===== config.mk =====
export PLATFORM = sky130hd
export DESIGN_NAME = reg_xfer_sequencer_flat
export DESIGN_NICKNAME = d
export VERILOG_FILES = /design/src/rtl/reg_xfer_sequencer_pkg.sv /design/src/rtl/reg_xfer_sequencer_if.sv /design/src/rtl/reg_xfer_sequencer_onehot_dec.sv /design/src/rtl/reg_xfer_sequencer.sv /design/src/flat_wrapper.sv
export SDC_FILE = /design/constraint.sdc
export NUM_CORES = 1
export LEC_CHECK = 0
export ABC_CLOCK_PERIOD_IN_PS = 2880
export CORE_MARGIN = 1.5
export CORE_UTILIZATION = 35
export DETAILED_ROUTE_END_ITERATION = 8
export PLACE_DENSITY = 0.71
export SLEW_MARGIN = 20
export SYNTH_ARGS = -nofsm -noshare
export SYNTH_HDL_FRONTEND = slang
export SYNTH_SLANG_ARGS = --single-unit

===== constraint.sdc =====
create_clock -name clk -period 2.88 [get_ports clk]
set_input_delay 0.576 -clock clk [delete_from_list [all_inputs] [get_ports clk]]
set_output_delay 0.576 -clock clk [all_outputs]
set_load 0.02 [all_outputs]

===== src/rtl/reg_xfer_sequencer_pkg.sv =====
// Shared types and bus-mux source codes for the register-transfer sequencer.
// Imported by the interface, the top module and the testbench.
package reg_xfer_pkg;

  typedef enum logic [1:0] {
    OP_MOV  = 2'b00,
    OP_LDI  = 2'b01,
    OP_SWAP = 2'b10,
    OP_CLR  = 2'b11
  } op_e;

  typedef enum logic [2:0] {
    IDLE = 3'd0,
    T1   = 3'd1,
    T2   = 3'd2,
    T3   = 3'd3,
    DONE = 3'd4
  } state_e;

  // Bus-mux sources above the register range
  localparam int SEL_IMM  = 16;
  localparam int SEL_TMP  = 17;
  localparam int SEL_ZERO = 18;

endpackage


===== src/rtl/reg_xfer_sequencer_if.sv =====
// Command handshake plus bus-mux / register-file control bundle.
// master = control unit and datapath side, slave = sequencer.
interface reg_xfer_if
  import reg_xfer_pkg::*;
#(
  parameter int DATA_W   = 32,
  parameter int NUM_REGS = 16,
  parameter int SEL_W    = 5
);
  localparam int IDX_W = $clog2(NUM_REGS);

  logic                cmd_valid;
  logic                cmd_ready;
  op_e                 cmd_op;
  logic [IDX_W-1:0]    cmd_src;
  logic [IDX_W-1:0]    cmd_dst;
  logic [DATA_W-1:0]   cmd_imm;
  logic [DATA_W-1:0]   bus_data;
  logic [SEL_W-1:0]    bus_sel;
  logic [NUM_REGS-1:0] reg_in;
  logic [DATA_W-1:0]   imm_q;
  logic [DATA_W-1:0]   tmp_q;

  modport master (
    output cmd_valid, cmd_op, cmd_src, cmd_dst, cmd_imm, bus_data,
    input  cmd_ready, bus_sel, reg_in, imm_q, tmp_q
  );

  modport slave (
    input  cmd_valid, cmd_op, cmd_src, cmd_dst, cmd_imm, bus_data,
    output cmd_ready, bus_sel, reg_in, imm_q, tmp_q
  );

endinterface


===== src/rtl/reg_xfer_sequencer_onehot_dec.sv =====
// Index to one-hot decoder with enable; drives the register-file load strobes.
module onehot_dec #(
  parameter int IDX_W    = 4,
  parameter int NUM_REGS = 16
) (
  input  logic                en,
  input  logic [IDX_W-1:0]    idx,
  output logic [NUM_REGS-1:0] onehot
);

  for (genvar i = 0; i < NUM_REGS; i++) begin : g_bit
    assign onehot[i] = en && (idx == IDX_W'(i));
  end

endmodule


===== src/rtl/reg_xfer_sequencer.sv =====
// Micro-sequencer that steps MOV/LDI/SWAP/CLR through the shared bus mux.
// All bus/enable outputs decode from registered state and latched fields.
module reg_xfer_sequencer
  import reg_xfer_pkg::*;
#(
  parameter int DATA_W   = 32,
  parameter int NUM_REGS = 16,
  parameter int SEL_W    = 5
) (
  input  logic      clk,
  input  logic      clr,
  reg_xfer_if.slave bus,
  output logic      busy,
  output logic      done
);

  localparam int IDX_W = $clog2(NUM_REGS);

  state_e              state_q, state_d;
  op_e                 op_q;
  logic [IDX_W-1:0]    src_q, dst_q;
  logic [DATA_W-1:0]   imm_r, tmp_r;
  logic                live_q;
  logic                accept;
  logic                ld_en;
  logic [IDX_W-1:0]    ld_idx;
  logic [SEL_W-1:0]    sel;

  // live_q keeps cmd_ready low until the first edge after reset release
  assign bus.cmd_ready = (state_q == IDLE) && live_q;
  assign accept        = bus.cmd_valid && bus.cmd_ready;
  assign busy          = (state_q != IDLE);
  assign done          = (state_q == DONE);
  assign bus.bus_sel   = sel;
  assign bus.imm_q     = imm_r;
  assign bus.tmp_q     = tmp_r;

  always_ff @(posedge clk or negedge clr) begin
    if (!clr) begin
      state_q <= IDLE;
      op_q    <= OP_MOV;
      src_q   <= '0;
      dst_q   <= '0;
      imm_r   <= '0;
      tmp_r   <= '0;
      live_q  <= 1'b0;
    end else begin
      state_q <= state_d;
      live_q  <= 1'b1;
      if (accept) begin
        op_q  <= bus.cmd_op;
        src_q <= bus.cmd_src;
        dst_q <= bus.cmd_dst;
        if (bus.cmd_op == OP_LDI) imm_r <= bus.cmd_imm;
      end
      if (state_q == T1 && op_q == OP_SWAP) tmp_r <= bus.bus_data;
    end
  end

  always_comb begin
    state_d = state_q;
    sel     = SEL_W'(SEL_ZERO);
    ld_en   = 1'b0;
    ld_idx  = dst_q;
    unique case (state_q)
      IDLE: if (accept) state_d = T1;
      T1: begin
        unique case (op_q)
          OP_MOV:  begin sel = SEL_W'(src_q);    ld_en = 1'b1; end
          OP_LDI:  begin sel = SEL_W'(SEL_IMM);  ld_en = 1'b1; end
          OP_CLR:  begin sel = SEL_W'(SEL_ZERO); ld_en = 1'b1; end
          OP_SWAP: sel = SEL_W'(src_q);
          default: ;
        endcase
        state_d = (op_q == OP_SWAP) ? T2 : DONE;
      end
      T2: begin
        sel     = SEL_W'(dst_q);
        ld_idx  = src_q;
        ld_en   = 1'b1;
        state_d = T3;
      end
      T3: begin
        sel     = SEL_W'(SEL_TMP);
        ld_en   = 1'b1;
        state_d = DONE;
      end
      DONE:    state_d = IDLE;
      default: state_d = IDLE;
    endcase
  end

  onehot_dec #(
    .IDX_W    (IDX_W),
    .NUM_REGS (NUM_REGS)
  ) u_dec (
    .en     (ld_en),
    .idx    (ld_idx),
    .onehot (bus.reg_in)
  );

endmodule


===== src/flat_wrapper.sv =====
// flat-port wrapper written by rule: the top's interface ports become plain ports
module reg_xfer_sequencer_flat import reg_xfer_pkg::*;
#(
  parameter int DATA_W   = 32,
  parameter int NUM_REGS = 16,
  parameter int SEL_W    = 5
)
  (clk, clr, busy, done, bus_cmd_valid, bus_cmd_op, bus_cmd_src, bus_cmd_dst, bus_cmd_imm, bus_bus_data, bus_cmd_ready, bus_bus_sel, bus_reg_in, bus_imm_q, bus_tmp_q);
  reg_xfer_if #(.DATA_W(DATA_W), .NUM_REGS(NUM_REGS), .SEL_W(SEL_W)) bus_i ();
  input  logic clk;
  input  logic clr;
  output logic busy;
  output logic done;
  input wire logic [$bits(bus_i.cmd_valid)-1:0] bus_cmd_valid;
  input wire logic [$bits(bus_i.cmd_op)-1:0] bus_cmd_op;
  input wire logic [$bits(bus_i.cmd_src)-1:0] bus_cmd_src;
  input wire logic [$bits(bus_i.cmd_dst)-1:0] bus_cmd_dst;
  input wire logic [$bits(bus_i.cmd_imm)-1:0] bus_cmd_imm;
  input wire logic [$bits(bus_i.bus_data)-1:0] bus_bus_data;
  output wire logic [$bits(bus_i.cmd_ready)-1:0] bus_cmd_ready;
  output wire logic [$bits(bus_i.bus_sel)-1:0] bus_bus_sel;
  output wire logic [$bits(bus_i.reg_in)-1:0] bus_reg_in;
  output wire logic [$bits(bus_i.imm_q)-1:0] bus_imm_q;
  output wire logic [$bits(bus_i.tmp_q)-1:0] bus_tmp_q;
  assign bus_i.cmd_valid = bus_cmd_valid;
  assign bus_i.cmd_op = bus_cmd_op;
  assign bus_i.cmd_src = bus_cmd_src;
  assign bus_i.cmd_dst = bus_cmd_dst;
  assign bus_i.cmd_imm = bus_cmd_imm;
  assign bus_i.bus_data = bus_bus_data;
  assign bus_cmd_ready = bus_i.cmd_ready;
  assign bus_bus_sel = bus_i.bus_sel;
  assign bus_reg_in = bus_i.reg_in;
  assign bus_imm_q = bus_i.imm_q;
  assign bus_tmp_q = bus_i.tmp_q;
  reg_xfer_sequencer #(.DATA_W(DATA_W), .NUM_REGS(NUM_REGS), .SEL_W(SEL_W)) u_core (.clk(clk), .clr(clr), .bus(bus_i), .busy(busy), .done(done));
endmodule

==> results.sh <==
export IMPL_fill_cells=761
export IMPL_slew_headroom=0.5303
export IMPL_drt_vias_per_instance=4.700
export IMPL_critPathTopFamily="simple AND/OR/NAND/NOR gates"
export IMPL_post_route_worst_setup_slack_ps=91.32
export IMPL_ir_drop_v=0.0004986
export IMPL_fin_worst_skew_ps=10.31
export IMPL_crit_path_start="u_core.state_q[2]"
export IMPL_crit_end="bus_reg_in[2]"
export IMPL_synth_most_common_cell="dfrtp_1"
export IMPL_pre_cts_slack_ps=29.52
export IMPL_hold_buffers=0
export IMPL_insertion_delay_ps=340
export IMPL_synth_seq_area_share=0.5867
export IMPL_period_needed_ps=2789
export IMPL_antenna_found_initial=0
export IMPL_synthCells=230
export IMPL_dp_cells=522
export IMPL_synth_ff_type="dfrtp_1"
export IMPL_startpoint_type="flip-flop"
export IMPL_synthDistinctLibCells=32
export IMPL_setup_viol=0
export IMPL_worst_r2r_endpoint="u_core.bus.imm_q[15]"
export IMPL_synthArstFlopShare=1.000
export IMPL_max_freq_ghz=0.3586
export IMPL_htree_levels=3
export IMPL_rows=35
export IMPL_place_hpwl_mm=5.870
export IMPL_cp_arrival_ps=2210
export IMPL_die_h_um=100.5
export IMPL_nets=486
export IMPL_p_leak_nw=2.286
export IMPL_path_depth=6
export IMPL_maxSlewViolCount=0
export IMPL_crit_top_cell="buf_4"
export IMPL_powerDensity_mw_per_mm2=1132
export IMPL_route_detailed_drc=0
export IMPL_crit_path_end_kind="output pin"
export IMPL_antenna_cells=0
export IMPL_power_internal_mw=3.920
export IMPL_grt_usage=0.1652
export IMPL_grt_pass1_wl_mm=13.03
export IMPL_synth_common_cells="dfrtp_1 (78), mux2_2 (73), nor2_1 (8)"
export IMPL_grt_max_degree=79
export IMPL_fin_crit_sh=0.9683
export IMPL_seq_power_share=0.328
export IMPL_clkSinkCount=78
export IMPL_drive_above_1_share=0.2971
export IMPL_crit_required_ps=2300
export IMPL_synthToLayoutAreaGrowth_pct=62.69
export IMPL_final_core_util=0.5858
export IMPL_rsz0062_at_grt="true"
export IMPL_netSwitchingFraction=0.3601
export IMPL_switchingPower_mw=2.206
export IMPL_netlist_top_cell_by_area="dfrtp_1"
export IMPL_core_region_area_mm2=0.009240
export IMPL_cts_root_buf="clkbuf_8"
export IMPL_path_buf_inv=2
export IMPL_synth_edf_count=0
export IMPL_synth_nets=307
export IMPL_crit_slowest_cell="dfrtp_2"
export IMPL_die_width_um=100.5
export IMPL_dieArea_mm2=0.01010
export IMPL_gp_congestion=0.8685
export IMPL_post_drt_wl_per_cell_um=14.69
export IMPL_p_clk_frac=0.158
export IMPL_gr_total_overflow=0
export IMPL_netlist_area_leader_share=0.5867
export IMPL_port_buffers=164
export IMPL_ff2ff_path_depth=6
export IMPL_hold_viol=0
export IMPL_hold_class="in -> async"
export IMPL_path_cells="or3b_4 > or3_1 > a211oi_2 > buf_4 > and2_1 > buf_4"
export IMPL_avgSynthCellArea_um2=14.46
export IMPL_dr_first_iter_drc_count=64
export IMPL_ant_nets=0
export IMPL_netlist_area_mm2=0.003327
export IMPL_grt_pass1_vias=2741
export IMPL_fin_setup_tns_ps=0
export IMPL_clk_pin_slew_ps=70
export IMPL_ys_top_cells_by_area="dfrtp_1 (59%), mux2_2 (25%), buf_6 (1.7%)"
export IMPL_initial_core_util=0.3601
export IMPL_max_stage_delay_ps=440
export IMPL_tightest_slew_ps=704.5
export IMPL_ys_warn_count=0
export IMPL_r2r_start="u_core.state_q[2]"
export IMPL_outcome="finished clean"
export IMPL_rrSetupSlack_ps=760
export IMPL_numCtsBuffers=9
export IMPL_stdcell_count=543
export IMPL_drt_pass1_iter_count=4
export IMPL_synth_seq_cells=78
export IMPL_cts_tree="built"
export IMPL_critPathKind="reg -> out"
export IMPL_clockBufferDepth=2
export IMPL_routed_wl_mm=7.976
export IMPL_vias=2552
export IMPL_cap_violations=0
export IMPL_power_mw=6.126
export IMPL_critPathMaxFanout=5
export IMPL_pwr_share_comb=0.514
export IMPL_ios=165
## state kept, by name (all words and copies together), names as in the netlist
signal / flops
u_core.op_q: 2
u_core.live_q: 1
u_core.src_q: 4
u_core.state_q: 3
u_core.bus.tmp_q: 32
u_core.bus.imm_q: 32
u_core.dst_q: 4
## power groups by stage
stage          Combinational, mW  Clock (mW)  Sequential [mW]
2_1_floorplan               1.10           0             2.51
3_3_place_gp                3.05           0             1.97
3_5_place_dp                3.09           0             2.01
4_1_cts                     3.17       0.997             2.01
5_1_grt                     3.35        1.05             2.08
6_report                    3.15       0.967             2.01
## how the worst min path moves through the flow
stage	from	to	slack (ps)	depth (start not counted)
floorplan	clr	u_core.bus.imm_q[0]	280	0
global placement	u_core.bus.imm_q[8]	u_core.bus.imm_q[8]	470	1
detailed placement	u_core.bus.imm_q[8]	u_core.bus.imm_q[8]	480	1
CTS	clr	u_core.bus.tmp_q[21]	420	1
global route	clr	u_core.bus.imm_q[29]	320	1
finish	clr	u_core.bus.tmp_q[25]	240	1
## layer usage
layer / track usage / up-vias / share of wire
met3: 0.05201 / 10 / 0.074
li1: - / 1183 / -
met2: 0.2768 / 106 / 0.51
met1: 0.2027 / 1253 / 0.41
met4: 0.05525 / 0 / 0.014
met5: 0 / - / 0
## kinds of logic (layout without fill, tap and decap cells)
group                  count (synthesis)  in the layout  share of synthesized area
AO/OA/AOI/OAI                         13             13                    0.02858
flip-flops                            78             78                     0.5867
AND/OR/NAND/NOR                       45             45                    0.08875
other                                  1              1                   0.001127
multiplexers                          79             79                     0.2659
buffers and inverters                 14            198                    0.02895
## layout make-up
| class | instances | area [um^2] | share of cell area |
|---|---|---|---|
| sequential | 78 | 1954 | 0.3611 |
| timing repair buffer | 180 | 1728 | 0.3192 |
| multi-input combinational | 138 | 1324 | 0.2446 |
| tap | 129 | 161.4 | 0.02982 |
| clock buffer | 10 | 127.6 | 0.02358 |
| clock inverter | 6 | 110.1 | 0.02034 |
| inverter | 2 | 7.507 | 0.001387 |
## layout by cell type, fill, tap and decap left out, types with 2 or more instances in the layout
cell type,count
nand2_1,4
dfrtp_2,2
inv_1,2
dfrtp_1,76
buf_4,18
or3_1,3
nand3_1,2
mux2_2,73
and2_1,4
a21oi_1,3
dlygate4sd2_1,8
a211oi_2,3
nor2_1,8
nor3b_4,2
clkbuf_2,3
a22oi_1,2
mux2i_4,2
and3_1,7
nor3b_1,2
a211o_1,2
nor3_1,4
clkdlybuf4s50_1,147
clkinvlp_4,2
clkdlybuf4s15_1,2
bufinv_16,3
clkbuf_8,9
nand3b_1,5
mux2_1,2
## repair_timing
| item | CTS | global route |
|---|---|---|
| gates resized for setup | 28 | 18 |
| setup buffers | 3 | 2 |
| endpoints found under the setup margin | 16 | 15 |
| pin swaps | 1 | 2 |
## per-stage QoR
stage               hold WS, ps  cell area [um^2]
finish                    236.8              5413
global route              319.2              5413
CTS                       424.9              5411
detailed placement        482.4              5121
global placement          472.5              5121
floorplan                 280.4              3327
Power figures use the tool's default switching activity.
